<file path="src/rtl/fp_pkg.sv">
// rtl/fp_pkg.sv - binary32 field widths, constants, FSM states and pack/unpack helpers
package fp_pkg;

  localparam int EXP_W = 8;
  localparam int MAN_W = 23;
  localparam logic signed [9:0] BIAS  = 10'sd127;
  localparam logic signed [9:0] EMIN  = -10'sd126;
  localparam logic signed [9:0] EMAX  = 10'sd127;
  localparam logic [31:0]       QNAN  = 32'h7FC00000;

  typedef enum logic [3:0] {
    GET, UNPACK, SPECIAL, ALIGN, ADD0, ADD1, NORM1, NORM2, ROUND, PACK, PUT
  } state_t;

  // Mantissa carries hidden bit at [26] and guard/round/sticky room at [2:0].
  typedef struct packed {
    logic              s;
    logic signed [9:0] e;
    logic [26:0]       m;
  } unpacked_t;

  function automatic unpacked_t unpack(input logic [31:0] w);
    unpacked_t u;
    u.s = w[31];
    u.e = $signed({2'b00, w[30:30-EXP_W+1]}) - BIAS;
    u.m = {1'b0, w[MAN_W-1:0], 3'b000};
    return u;
  endfunction

  function automatic logic [31:0] pack(input logic s, input logic signed [9:0] e,
                                       input logic [23:0] m);
    logic signed [9:0] eb;
    eb = e + BIAS;
    if (m == 24'd0)
      pack = 32'd0;
    else if (e > EMAX)
      pack = {s, {EXP_W{1'b1}}, {MAN_W{1'b0}}};
    else if (e == EMIN && !m[23])
      pack = {s, {EXP_W{1'b0}}, m[MAN_W-1:0]};
    else
      pack = {s, eb[EXP_W-1:0], m[MAN_W-1:0]};
  endfunction

endpackage

</file>
<file path="src/rtl/fp32_round.sv">
// rtl/fp32_round.sv - round-to-nearest-even on guard/round/sticky, plus final packing
module fp32_round
  import fp_pkg::*;
(
  input  logic              sign,
  input  logic signed [9:0] exp_in,
  input  logic [23:0]       man_in,
  input  logic              guard,
  input  logic              round_bit,
  input  logic              sticky,
  output logic signed [9:0] exp_rnd,
  output logic [23:0]       man_rnd,
  output logic [31:0]       packed_z
);

  logic round_up;

  always_comb begin
    round_up = guard && (round_bit || sticky || man_in[0]);
    exp_rnd  = exp_in;
    man_rnd  = man_in;
    if (round_up) begin
      // All-ones mantissa wraps to 1.0 at the next binade.
      if (man_in == 24'hFFFFFF) begin
        man_rnd = 24'h800000;
        exp_rnd = exp_in + 10'sd1;
      end else begin
        man_rnd = man_in + 24'd1;
      end
    end
  end

  assign packed_z = pack(sign, exp_in, man_in);

endmodule

</file>
<file path="src/rtl/fp32_adder.sv">
// rtl/fp32_adder.sv - free-running multi-cycle binary32 adder/subtractor
module fp32_adder
  import fp_pkg::*;
(
  input  logic        clk,
  input  logic        rst,
  input  logic        sel,
  input  logic [31:0] input_a,
  input  logic [31:0] input_b,
  output logic [31:0] output_z,
  output logic        output_z_stb
);

  state_t state_q, state_d;

  logic [31:0]       a_w, b_w, z;
  logic              a_s, b_s, z_s;
  logic signed [9:0] a_e, b_e, z_e;
  logic [26:0]       a_m, b_m;
  logic [27:0]       sum;
  logic [23:0]       z_m;
  logic              guard, round_bit, sticky;

  unpacked_t         ua, ub;
  logic              a_nan, b_nan, a_inf, b_inf, a_zero, b_zero, special;
  logic [31:0]       special_z;
  logic signed [9:0] a_e_adj, b_e_adj, e_diff;
  logic [26:0]       a_m_adj, b_m_adj;
  logic signed [9:0] exp_rnd;
  logic [23:0]       man_rnd;
  logic [31:0]       packed_z;

  assign ua = unpack(a_w);
  assign ub = unpack(b_w);

  always_comb begin
    a_nan  = (a_e == 10'sd128) && (a_m[25:3] != 23'd0);
    b_nan  = (b_e == 10'sd128) && (b_m[25:3] != 23'd0);
    a_inf  = (a_e == 10'sd128) && (a_m[25:3] == 23'd0);
    b_inf  = (b_e == 10'sd128) && (b_m[25:3] == 23'd0);
    a_zero = (a_e == -10'sd127) && (a_m[25:3] == 23'd0);
    b_zero = (b_e == -10'sd127) && (b_m[25:3] == 23'd0);
    special = a_nan || b_nan || a_inf || b_inf || a_zero || b_zero;

    special_z = 32'd0;
    if (a_nan || b_nan)
      special_z = QNAN;
    else if (a_inf)
      special_z = (b_inf && (a_s != b_s)) ? QNAN : {a_s, 8'hFF, 23'd0};
    else if (b_inf)
      special_z = {b_s, 8'hFF, 23'd0};
    else if (a_zero && b_zero)
      special_z = {a_s & b_s, 31'd0};
    else if (a_zero)
      special_z = b_w;
    else if (b_zero)
      special_z = a_w;

    // Denormals sit at EMIN without the hidden bit.
    a_e_adj = (a_e == -10'sd127) ? EMIN : a_e;
    b_e_adj = (b_e == -10'sd127) ? EMIN : b_e;
    a_m_adj = (a_e == -10'sd127) ? a_m : (a_m | 27'h4000000);
    b_m_adj = (b_e == -10'sd127) ? b_m : (b_m | 27'h4000000);
    e_diff  = a_e - b_e;
  end

  fp32_round u_round (
    .sign      (z_s),
    .exp_in    (z_e),
    .man_in    (z_m),
    .guard     (guard),
    .round_bit (round_bit),
    .sticky    (sticky),
    .exp_rnd   (exp_rnd),
    .man_rnd   (man_rnd),
    .packed_z  (packed_z)
  );

  always_ff @(posedge clk or posedge rst) begin
    if (rst) state_q <= GET;
    else     state_q <= state_d;
  end

  always_comb begin
    state_d = state_q;
    case (state_q)
      GET:     state_d = UNPACK;
      UNPACK:  state_d = SPECIAL;
      SPECIAL: begin
        if (special)                 state_d = PUT;
        else if (a_e_adj != b_e_adj) state_d = ALIGN;
        else                         state_d = ADD0;
      end
      ALIGN:   if (e_diff == 10'sd1 || e_diff == -10'sd1) state_d = ADD0;
      ADD0:    state_d = ADD1;
      ADD1:    state_d = NORM1;
      NORM1: begin
        if (!z_m[23] && z_e > EMIN) state_d = NORM1;
        else if (z_e < EMIN)        state_d = NORM2;
        else                        state_d = ROUND;
      end
      NORM2:   if (z_e >= EMIN - 10'sd1) state_d = ROUND;
      ROUND:   state_d = PACK;
      PACK:    state_d = PUT;
      PUT:     state_d = GET;
      default: state_d = GET;
    endcase
  end

  always_ff @(posedge clk or posedge rst) begin
    if (rst) begin
      a_w <= '0; b_w <= '0; z <= '0;
      a_s <= 1'b0; b_s <= 1'b0; z_s <= 1'b0;
      a_e <= '0; b_e <= '0; z_e <= '0;
      a_m <= '0; b_m <= '0; sum <= '0; z_m <= '0;
      guard <= 1'b0; round_bit <= 1'b0; sticky <= 1'b0;
      output_z <= '0;
      output_z_stb <= 1'b0;
    end else begin
      output_z_stb <= (state_q == PUT);
      case (state_q)
        GET: begin
          a_w <= input_a;
          b_w <= {input_b[31] ^ sel, input_b[30:0]};
        end
        UNPACK: begin
          a_s <= ua.s; a_e <= ua.e; a_m <= ua.m;
          b_s <= ub.s; b_e <= ub.e; b_m <= ub.m;
        end
        SPECIAL: begin
          z   <= special_z;
          a_e <= a_e_adj; a_m <= a_m_adj;
          b_e <= b_e_adj; b_m <= b_m_adj;
        end
        ALIGN: begin
          // Shifted-out bits collapse into bit 0 as sticky.
          if (a_e > b_e) begin
            b_e <= b_e + 10'sd1;
            b_m <= {1'b0, b_m[26:2], b_m[1] | b_m[0]};
          end else begin
            a_e <= a_e + 10'sd1;
            a_m <= {1'b0, a_m[26:2], a_m[1] | a_m[0]};
          end
        end
        ADD0: begin
          z_e <= a_e;
          if (a_s == b_s) begin
            sum <= {1'b0, a_m} + {1'b0, b_m};
            z_s <= a_s;
          end else if (a_m >= b_m) begin
            sum <= {1'b0, a_m} - {1'b0, b_m};
            z_s <= a_s;
          end else begin
            sum <= {1'b0, b_m} - {1'b0, a_m};
            z_s <= b_s;
          end
        end
        ADD1: begin
          if (sum[27]) begin
            z_m <= sum[27:4]; guard <= sum[3]; round_bit <= sum[2];
            sticky <= sum[1] | sum[0];
            z_e <= z_e + 10'sd1;
          end else begin
            z_m <= sum[26:3]; guard <= sum[2]; round_bit <= sum[1];
            sticky <= sum[0];
          end
        end
        NORM1: begin
          if (!z_m[23] && z_e > EMIN) begin
            z_e <= z_e - 10'sd1;
            z_m <= {z_m[22:0], guard};
            guard <= round_bit;
            round_bit <= 1'b0;
          end
        end
        NORM2: begin
          if (z_e < EMIN) begin
            z_e <= z_e + 10'sd1;
            z_m <= {1'b0, z_m[23:1]};
            guard <= z_m[0];
            round_bit <= guard;
            sticky <= sticky | round_bit;
          end
        end
        ROUND: begin
          z_e <= exp_rnd;
          z_m <= man_rnd;
        end
        PACK: z <= packed_z;
        PUT:  output_z <= z;
        default: ;
      endcase
    end
  end

endmodule

</file>
<file path="config.mk">
export PLATFORM = sky130hd
export DESIGN_NAME = fp32_adder
export DESIGN_NICKNAME = d
export VERILOG_FILES = /design/src/rtl/fp_pkg.sv /design/src/rtl/fp32_round.sv /design/src/rtl/fp32_adder.sv
export SDC_FILE = /design/constraint.sdc
export NUM_CORES = 1
export LEC_CHECK = 0
export ABC_AREA = 1
export BUFFER_PORTS_ARGS = -buffer_cell sky130_fd_sc_hd__buf_2
export CORE_UTILIZATION = 40
export DETAILED_ROUTE_END_ITERATION = 6
export GPL_TIMING_DRIVEN = 0
export MAX_ROUTING_LAYER = met4
export RECOVER_POWER = 25
export SLEW_MARGIN = 15
export SYNTH_ARGS = -nofsm -noshare
export SYNTH_HDL_FRONTEND = slang
export SYNTH_SLANG_ARGS = --single-unit
</file>
<file path="constraint.sdc">
create_clock -name clk -period 9.4 [get_ports clk]
set_clock_uncertainty 0.1 [all_clocks]
set_input_delay 1.41 -clock clk [delete_from_list [all_inputs] [get_ports clk]]
set_output_delay 1.41 -clock clk [all_outputs]
set_load 0.01 [all_outputs]
</file>
After elaboration in Yosys (flattened, before gate mapping)
Index checks and enable logic that the tools add are counted.
Word-level totals
  register bits after elaboration: 275
  bits in latches: 0
  bits in writable memories: 0
  ROM bits: 0
  input port bits: 67
  output and inout port bits: 33
  word-level logic and storage cells: 179
  memories kept: 0
Operators by class
  $add $sub $neg: 12
  multipliers: 0
  div/mod/pow operators: 0
  magnitude comparators: 6
  equal/unequal tests: 32
  shift operators: 0
  multiplexer cells: 57
  bitwise gates (word level): 7
  reductions and logical operators: 44
Operator list (count)
  two-way mux 32 bit: 8
  one-hot mux 27 bit (3 select lines): 2
  two-way mux 24 bit: 5
  two-way mux 27 bit: 4
  one-hot mux 24 bit (4 select lines): 1
  two-way mux 10 bit: 9
  one-hot mux 32 bit (2 select lines): 1
  two-way mux 31 bit: 2
  one-hot mux 10 bit (3 select lines): 2
  two-way mux 28 bit: 2
  subtractor 27 x 27 -> 28 bit: 2
  one-hot mux 10 bit (5 select lines): 1
  zero test 23 bit: 2
  nonzero test 23 bit: 2
  one-hot mux 4 bit (10 select lines): 1
  adder 10 x 2 -> 10 bit, second input constant: 3
  equality test 10 x 8 -> 1 bit, second input constant: 3
  adder 27 x 27 -> 28 bit: 1
  >= comparator 27 bit: 1
  adder 24 x 1 -> 24 bit, second input constant: 1
  equality test 24 bit, second input constant: 1
  zero test 24 bit: 1
  equality test 10 x 9 -> 1 bit, second input constant: 2
  > comparator 10 x 8 -> 1 bit, second input constant: 2
  other kinds (39): 99

Logic depth before layout (Yosys ltp)
Gate-level depths: netlist (run 1).
  word-level depth: 9
  depth in mapped cells: 19
  mapped depth without buffers: 18

Hierarchy
From an unflattened synthesis (run 1), not the netlist that was laid out.
Unflattened totals
  cell total of the unflattened synthesis: 3567
  area total of the unflattened synthesis: 22894.5 um2
By module, submodules not included
  fp32_adder: instances 1, cells an instance 3197, area each 21110.2 um2, sequential area each 6881.6 um2
  fp32_round: instances 1, cells an instance 370, area each 1784.2 um2, sequential area each 0.0 um2

Least setup slack after synthesis (run 1)
No wires, ideal clock.
  path kind: reg-to-reg
  start point: register state_q[1]
  end point: register z_e[8]
  library setup time: 0.121 ns
  arrival: 2.350 ns
  required time: 9.179 ns
  path slack: 6.829 ns
  cell stages (with the launch flop): 18
  buffers on the path: 1
  clock period less this slack: 2.571 ns
  path through: dfrtp_1 > buf_2 > nor2_2 > inv_2 > nor2_4 > inv_2 > nand2_1 > inv_1 > ha_1 > a21oi_1 > o21ai_0 > nand4_1 > nand2_1 > or2_2 > nand3_1 > o21ai_0 > nand2_1 > o21ai_1
Between the ends
  cells in the longest elaborated chain, start to end: 3
  elaborated cells between the ends (all ways): 13
  those cells by class: 10 x eq/ne; 1 x mux; 2 x reduce/logical
RTL lines
  from (decl): line fp32_adder.sv:14  | state_t state_q, state_d;
  from (signal assigned): line fp32_adder.sv:81  | else state_q <= state_d;
  equality test 4 x 3 -> 1 bit or equality test 4 bit (tied branches): line fp32_adder.sv:121  | case (state_q)
  nonzero test 5 bit (no source line), or another cell as far along
  AND reduction 6 bit (no source line)
  to (signal assigned): line fp32_adder.sv:162  | z_e <= z_e + 10'sd1;
  to (signal assigned): line fp32_adder.sv:170  | z_e <= z_e - 10'sd1;
  to (signal assigned): line fp32_adder.sv:178  | z_e <= z_e + 10'sd1;
  to (decl): line fp32_adder.sv:18  | logic signed [9:0] a_e, b_e, z_e;
Parallel ways exist; a longest one is shown, timed or not.
A chain may end at the register's enable or synchronous reset.

Final worst setup path (run 1)
  start point: register a_m[21]
  end point: register sum[11]
Between the ends
  cells in the longest elaborated chain, start to end: 3
RTL lines
  from (decl): line fp32_adder.sv:19  | logic [26:0] a_m, b_m;
  from (signal assigned): line fp32_adder.sv:127  | a_s <= ua.s; a_e <= ua.e; a_m <= ua.m;
  from (signal assigned): line fp32_adder.sv:132  | a_e <= a_e_adj; a_m <= a_m_adj;
  from (signal assigned): line fp32_adder.sv:142  | a_m <= {1'b0, a_m[26:2], a_m[1] | a_m[0]};
  >= comparator 27 bit: line fp32_adder.sv:150  | end else if (a_m >= b_m) begin
  two-way mux 28 bit: line fp32_adder.sv:150
  two-way mux 28 bit: line fp32_adder.sv:147  | if (a_s == b_s) begin
  to (signal assigned): line fp32_adder.sv:148  | sum <= {1'b0, a_m} + {1'b0, b_m};
  to (signal assigned): line fp32_adder.sv:151  | sum <= {1'b0, a_m} - {1'b0, b_m};
  to (signal assigned): line fp32_adder.sv:154  | sum <= {1'b0, b_m} - {1'b0, a_m};
  to (decl): line fp32_adder.sv:20  | logic [27:0] sum;
Every way passes these cells.

==> reports/results.md, run 1 <==
| Metric | Value | Unit |
|---|---|---|
| Final net count | 3694 | - |
| Final period util | 0.354 | - |
| Placed wire-length estimate after detailed placement | 67600 | um |
| Post-Synthesis Mean Instance Area | 6.49 | um2 |
| FFs w/ async S/R, synth | 1.00 | - |
| Post-detailed-routing wire length | 83500 | um |
| Setup repair after global routing missed its margin | false | - |
| Max-slew headroom | -1.01 | - |
| # Post-CTS Setup Buffers | 0 | - |
| Clock transition at path regs | 0.07 | ns |
| Cell taking the most area after synthesis | sky130_fd_sc_hd__dfrtp_1 | - |
| Number of buffers added to fix hold violations after cts | 0 | - |
| Failing checks | max-capacitance violations, max-slew violations | - |
| Post-detailed-route DRC marker count | 0 | - |
| Met2 track demand over resource | 0.467 | - |
| Tmin final | 3.32 | ns |
| Starting utilization of the core area | 0.406 | - |
| Global routing usage on met1 | 0.417 | - |
| List of cells traversed by the critical path | inv_1, ha_1, buf_4, a21oi_1, o21ai_1, a21oi_2, nand3_2, nor2_4, buf_6, nand2_1, nand2_1, nand2_1, nand2_1, nand2_1, nand2_1 | - |
| Area share of the largest cell type after synthesis | 0.314 | - |
| Standard cell core area | 53900 | um2 |
| CP max-delay cell | sky130_fd_sc_hd__nor2_4 | - |
| Fin util | 0.454 | - |
| Remaining global-route overflow | 0 | - |
| Commonest non-fill, non-tap cells in the layout | sky130_fd_sc_hd__nand2_1, sky130_fd_sc_hd__inv_1, sky130_fd_sc_hd__nor2_1 | - |
| Kind of cell adding the most delay to the critical path | simple AND/OR/NAND/NOR gates | - |
| Iteration-0 DRC count of the detailed router | 2359 | - |
| Global-route met3 utilization | 0.0411 | - |
| Total of buffers placed on input and output ports | 99 | - |
| Sum of buffers and inverters on the critical path | 3 | - |
| Number of max-slew violations in the final report | 60 | - |
| WS Path Type | reg -> reg | - |
| Via count of the first global-routing pass | 21200 | - |
| Number of gates resized after CTS | 0 | - |
| H-Tree Depth | 2 | - |
| Primary flip-flop cell chosen by synthesis mapping | sky130_fd_sc_hd__dfrtp_1 | - |
| Number of maximum-capacitance constraint violations | 1 | - |
| Synthesized netlist cell count | 3372 | - |
| Clk_lat worst skew | 0.56 | ns |
| Most common cell after layout, fill and taps aside | sky130_fd_sc_hd__nand2_1 | - |
| CP startpoint | a_m[21] | - |
| Share of synthesized area occupied by flip-flops and latches | 0.314 | - |
| Number of synthesized flops with an enable pin | 0 | - |
| Clock tree from TritonCTS | yes | - |
| Synthesis-to-finish area growth | 11.8 | % |
| Yosys cell types | 59 | - |
| Post-route design area | 24500 | um2 |
| Endpoints failing hold | 0 | - |
| Finished Layout Cells | 4230 | - |
| Area after DPL | 23300 | um2 |
| Final weighted congestion in routability-driven placement | 1.02 | - |
| Cell type with the highest occurrence count on the critical path | sky130_fd_sc_hd__nand2_1 | - |
| Avg Vias per Cell | 5.39 | - |
| Timing-limited maximum frequency | 0.301 | GHz |
| Critical path's largest stage delay | 0.45 | ns |
| Root cell of the clock tree | sky130_fd_sc_hd__clkbuf_16 | - |
| Die Height | 236 | um |
| First-pass GRT wire length | 128000 | um |
| Synthesis-stage register bit count | 275 | - |
| Req. time, crit path | 9.78 | ns |
| Layout cells sized above 1 | 0.0835 | - |
| Overall die area | 55700 | um2 |
| Crit path DAT | 3.70 | ns |
| First-pass iteration count of the detailed router | 6 | - |
| DIE WIDTH | 236 | um |
| Hold wc startpoint | output_z[19] | - |
| Maximum number of pins on one net before global-route repair | 111 | - |
| Final worst-path setup slack | 6.08 | ns |
| Worst setup slack after placement | 6.17 | ns |
| Worst reg2reg path startpoint | a_m[21] | - |
| Worst Tran Pin Value | 3.00 | ns |
| Final antenna-violating net count | 0 | - |
| CTS buffer count | 34 | - |
| Number of top-level pins | 100 | - |
| Total instance count after detailed placement | 4169 | - |
| Total setup violations reported at the end of the flow | 0 | - |
| Worst Setup Start Kind | flip-flop | - |
| Crit. End Element | flip-flop | - |
| Class of the tightest hold or removal check | reg -> reg | - |
| Sink count of the clock tree | 275 | - |
| Clock Path Buffers | 3 | - |
| Core Rows | 85 | - |
| Combined area of all synthesized cells | 21900 | um2 |
| Total of warnings raised by yosys | 0 | - |
| Outcome | finished, violations left | - |
| Total GRT Usage | 0.308 | - |
| Peak fanout along the critical path | 10 | - |
| Synthesized Nets | 3557 | - |
| Wirelength per Cell | 19.7 | um |
| Area contributors post-synth | sky130_fd_sc_hd__dfrtp_1, sky130_fd_sc_hd__nand2_1, sky130_fd_sc_hd__inv_1, sky130_fd_sc_hd__ha_1, sky130_fd_sc_hd__nor2_1 | - |
| GRT Max-Usage Layer | met2 | - |
| ANT cells | 0 | - |
| Antenna violations before repair | 0 | - |
| Via count | 22800 | - |
==> metal layers <==
metal | vias to the layer above | wire length (um)
li1 | 11100 | -
met1 | 10700 | 37200
met2 | 867 | 36800
met3 | 159 | 6110
met4 | 0 | 3360
met5 | - | 0
==> registers in the layout, indices dropped and copies added (netlist names), 4 cells and up <==
name      count
b_m          27
sum          28
z_e          10
b_w          32
a_w          32
a_m          27
a_e          10
z_m          24
z            32
state_q       4
b_e          10
output_z     32
==> final timing paths <==
path	slack, ns	to	depth (start not counted)
max	6.08	sum[11]	15
min	0.37	output_z[19]	2
max reg2reg	6.08	sum[11]	15
min reg2reg	0.37	output_z[19]	2
max in group asynchronous	6.09	b_m[13]	3
min in group asynchronous	1.60	sum[8]	2
==> per-stage QoR <==
step | setup TNS (ns) | hold WS (ns)
2_1_floorplan | 0 | 0.350
3_3_place_gp | -873.35 | 0.352
3_5_place_dp | 0 | 0.356
4_1_cts | 0 | 0.372
5_1_grt | 0 | 0.392
6_report | 0 | 0.366
==> cell usage after synthesis, types with 5 or more instances <==
library cell / instances
sky130_fd_sc_hd__inv_1: 446
sky130_fd_sc_hd__a31oi_1: 28
sky130_fd_sc_hd__xor2_1: 57
sky130_fd_sc_hd__or2_2: 6
sky130_fd_sc_hd__buf_6: 11
sky130_fd_sc_hd__o22ai_1: 82
sky130_fd_sc_hd__o21ai_0: 177
sky130_fd_sc_hd__nor4_1: 5
sky130_fd_sc_hd__o21ai_1: 53
sky130_fd_sc_hd__nand2_1: 1114
sky130_fd_sc_hd__nand3_1: 167
sky130_fd_sc_hd__nor2_4: 5
sky130_fd_sc_hd__nand4_1: 48
sky130_fd_sc_hd__clkbuf_1: 58
sky130_fd_sc_hd__buf_4: 20
sky130_fd_sc_hd__nand2_2: 11
sky130_fd_sc_hd__xnor2_1: 11
sky130_fd_sc_hd__inv_2: 16
sky130_fd_sc_hd__nor2_2: 16
sky130_fd_sc_hd__ha_1: 113
sky130_fd_sc_hd__a21oi_1: 188
sky130_fd_sc_hd__o221ai_1: 18
sky130_fd_sc_hd__nor2_1: 296
sky130_fd_sc_hd__nor3_1: 27
sky130_fd_sc_hd__fa_1: 5
sky130_fd_sc_hd__buf_2: 29
sky130_fd_sc_hd__o21bai_1: 9
sky130_fd_sc_hd__o211ai_1: 10
sky130_fd_sc_hd__a221oi_1: 7
sky130_fd_sc_hd__dfrtp_1: 275
sky130_fd_sc_hd__a22oi_1: 12
==> worst reg2reg max path: cells and delay by family (launching register included) <==
family                     cells  cell delay, ns
AOI/OAI and AO/OA              3            0.66
adders and majority gates      1            0.32
buffers and inverters          3            0.59
DFF                            1            0.44
and+or+nand+nor                8            1.14
==> area by class of cell <==
class / count / area [um2]
plain buffers: 123 / 657
clock buffers: 43 / 955
clock inverters: 18 / 215
fillers: 5780 / 29400
inverters: 467 / 1760
multi-input cells: 2507 / 12600
flip-flops and latches: 275 / 6880
well taps: 696 / 871
repair buffers: 101 / 549
==> kinds of logic after synthesis <==
kind of cell / Yosys count / synth area share
AO/OA/AOI/OAI: 607 / 0.157
XOR/XNOR: 68 / 0.0272
adder cells (fa/ha/maj): 118 / 0.0692
buffers and inverters: 590 / 0.110
flip-flops: 275 / 0.314
multiplexers: 1 / 0.000457
AND/OR/NAND/NOR: 1713 / 0.322
Power of run 1 is left out: the tool's default activity adds up to more than one toggle a clock period on the data nets, which glitch-free logic cannot reach.
==> run 2: changes to the inputs <==
clock period = 2.85 ns   (was 9.4 ns; I/O delays follow)
==> run 2 against run 1 <==
Compared with the run above: the run ends with design-rule violations left; final area increased by 5.6%; worst setup slack got worse by 6.0 ns; sequential cell count stayed put; highest routed layer unchanged.
==> reports/results.md, run 2 (same netlist as run 1, synthesis figures left out) <==
| Metric | Value | Unit | Change |
|---|---|---|---|
| Outcome | finished, violations left | - | unchanged |
| Failing checks | design-rule violations | - | was max-capacitance violations, max-slew violations |
| Total length of routed met3 wires | 6480 | um | was 6110 um |
| Crit. End Element | flip-flop | - | unchanged |
| Class of the tightest hold or removal check | in -> reg | - | was reg -> reg |
| Placed wire-length estimate after detailed placement | 67800 | um | was 67600 um |
| Root cell of the clock tree | sky130_fd_sc_hd__clkbuf_16 | - | unchanged |
| Timing-limited maximum frequency | 0.355 | GHz | was 0.301 GHz |
| Worst Setup Start Kind | flip-flop | - | unchanged |
| Number of fill cells in the layout | 5572 | - | was 5780 |
| Avg Vias per Cell | 5.37 | - | was 5.39 |
| Total setup violations reported at the end of the flow | 0 | - | unchanged |
| Sum of buffers and inverters on the critical path | 1 | - | was 3 |
| Met2 wire length | 37300 | um | was 36800 um |
| First-pass iteration count of the detailed router | 7 | - | was 6 |
| Number of maximum-capacitance constraint violations | 0 | - | was 1 |
| Req. time, crit path | 3.21 | ns | was 9.78 ns |
| Die Height | 236 | um | unchanged |
| Final period util | 0.988 | - | was 0.354 |
| Overall die area | 55700 | um2 | unchanged |
| Final weighted congestion in routability-driven placement | 1.03 | - | was 1.02 |
| Post-detailed-routing wire length | 84600 | um | was 83500 um |
| Synthesis-to-finish area growth | 18.1 | % | was 11.8% |
| Iteration-0 DRC count of the detailed router | 2335 | - | was 2359 |
| Post-detailed-route DRC marker count | 1 | - | was 0 |
| Commonest non-fill, non-tap cells in the layout | sky130_fd_sc_hd__nand2_1, sky130_fd_sc_hd__inv_1, sky130_fd_sc_hd__nor2_1 | - | unchanged |
| Via count | 23200 | - | was 22800 |
| Final sum of negative setup slack | 0 | ns | unchanged |
| Clock Path Buffers | 3 | - | unchanged |
| Endpoints failing hold | 0 | - | unchanged |
| Number of max-slew violations in the final report | 0 | - | was 60 |
| Core Rows | 85 | - | unchanged |
| Final net count | 3783 | - | was 3694 |
| DIE WIDTH | 236 | um | unchanged |
| Sink count of the clock tree | 275 | - | unchanged |
| Layout cells sized above 1 | 0.126 | - | was 0.0835 |
| Worst Tran Pin Value | 1.02 | ns | was 3.00 ns |
| First-pass GRT wire length | 128000 | um | about the same |
| Via count of the first global-routing pass | 21600 | - | was 21200 |
| Tmin final | 2.82 | ns | was 3.32 ns |
| Max-slew headroom | 0.318 | - | was -1.01 |
| Final worst-path setup slack | 0.0336 | ns | was 6.08 ns |
| Clock transition at path regs | 0.06 | ns | was 0.07 ns |
| H-Tree Depth | 1 | - | was 2 |
| Worst setup slack after placement | -0.400 | ns | was 6.17 ns |
| CTS buffer count | 31 | - | was 34 |
| Number of top-level pins | 100 | - | unchanged |
| Standard cell core area | 53900 | um2 | unchanged |
| Wirelength per Cell | 19.6 | um | was 19.7 um |
| Final antenna-violating net count | 0 | - | unchanged |
| Cell type with the highest occurrence count on the critical path | sky130_fd_sc_hd__nand3_1 | - | was sky130_fd_sc_hd__nand2_1 |
| Kind of cell adding the most delay to the critical path | simple AND/OR/NAND/NOR gates | - | unchanged |
| Peak fanout along the critical path | 10 | - | unchanged |
| List of cells traversed by the critical path | inv_1, nand3_1, nor2_1, nand3_1, nor2_2, o22ai_1, o21ai_1, a21oi_1 | - | was inv_1, ha_1, buf_4, a21oi_1, o21ai_1, a21oi_2, nand3_2, nor2_4, buf_6, nand2_1, nand2_1, nand2_1, nand2_1, nand2_1, nand2_1 |
| Maximum number of pins on one net before global-route repair | 36 | - | was 111 |
| Most common cell after layout, fill and taps aside | sky130_fd_sc_hd__nand2_1 | - | unchanged |
| Clk_lat worst skew | 0.59 | ns | was 0.56 ns |
| Top routing layer in use | met4 | - | unchanged |
| Total GRT Usage | 0.307 | - | was 0.308 |
| WS Path Type | reg -> reg | - | unchanged |
| Antenna violations before repair | 2 | - | was 0 |
| Clock tree from TritonCTS | yes | - | unchanged |
| Routed metal-1 wire length | 37000 | um | was 37200 um |
| Remaining global-route overflow | 0 | - | unchanged |
| Worst hold slack across all endpoints | 0.0153 | ns | was 0.366 ns |
| CP max-delay cell | sky130_fd_sc_hd__nor2_2 | - | was sky130_fd_sc_hd__nor2_4 |
| Total of buffers placed on input and output ports | 99 | - | unchanged |
| Critical path's largest stage delay | 0.52 | ns | was 0.45 ns |
| Crit path DAT | 3.18 | ns | was 3.70 ns |
| Starting utilization of the core area | 0.406 | - | unchanged |
-- run 2: changes by cell type in the layout (fill, tap and decap cells not counted), sizes merged --
cell         change
buf             +42
bufinv           -2
clkbuf           +4
clkinv           -3
diode            +1
dlygate4sd3     +47
inv              -1
nand2            +1
-- run 2: what timing repair did --
action,CTS,global route
setup buffers,10,28
resized for setup,46,143
endpoints found under the hold margin,61,1
gates cloned,1,1
hold buffers,46,1
endpoints found under the setup margin,134,110
pin swaps,5,13
-- run 2: per-stage QoR --
step / instance area (um2) / utilization / std cells
floorplan: 21900 / - / 3372
global placement: 23300 / 0.431 / 4167
detailed placement: 23400 / 0.435 / 4176
CTS: 25200 / 0.467 / 4289
global route: 25800 / 0.479 / 4319
finish: 25800 / 0.479 / 4319
-- run 2: layout make-up --
class | count | area (um2) | area share
diodes | 1 | 2.50 | 0.0000968
plain buffers | 121 | 711 | 0.0275
clock buffers | 45 | 898 | 0.0348
clock inverters | 12 | 95.1 | 0.00368
inverters | 467 | 1770 | 0.0683
multi-input cells | 2508 | 13100 | 0.509
flip-flops and latches | 275 | 6900 | 0.267
well taps | 696 | 871 | 0.0337
repair buffers | 194 | 1460 | 0.0565
-- run 2: per-layer routing --
| layer | vias to the layer above | GRT usage |
|---|---|---|
| met3 | 183 | 0.0463 |
| met2 | 914 | 0.467 |
| met1 | 10800 | 0.411 |
| li1 | 11300 | - |
| met4 | 0 | 0.114 |
| met5 | - | - |
-- run 2: worst register-to-register path: stages (launching register included) --
cell                      delay (ns)
sky130_fd_sc_hd__dfrtp_1        0.42
sky130_fd_sc_hd__inv_1          0.18
sky130_fd_sc_hd__nand3_1        0.10
sky130_fd_sc_hd__nor2_1         0.31
sky130_fd_sc_hd__nand3_1        0.29
sky130_fd_sc_hd__nor2_2         0.52
sky130_fd_sc_hd__o22ai_1        0.34
sky130_fd_sc_hd__o21ai_1        0.33
sky130_fd_sc_hd__a21oi_1        0.11
-- run 2: path summary, 6_finish.rpt --
check                      slack (ns)  cells past startpoint            to    startpoint
setup / recovery                 0.03                      8         z[25]       a_m[24]
hold / removal                   0.02                      3       b_w[22]   input_b[22]
setup reg to reg                 0.03                      8         z[25]       a_m[24]
hold reg to reg                  0.37                      2  output_z[19]  output_z[19]
max in group asynchronous        0.57                      6        z_m[0]           rst
min in group asynchronous        0.42                      3  output_z[23]           rst
Power of run 2 is left out for the same reason.
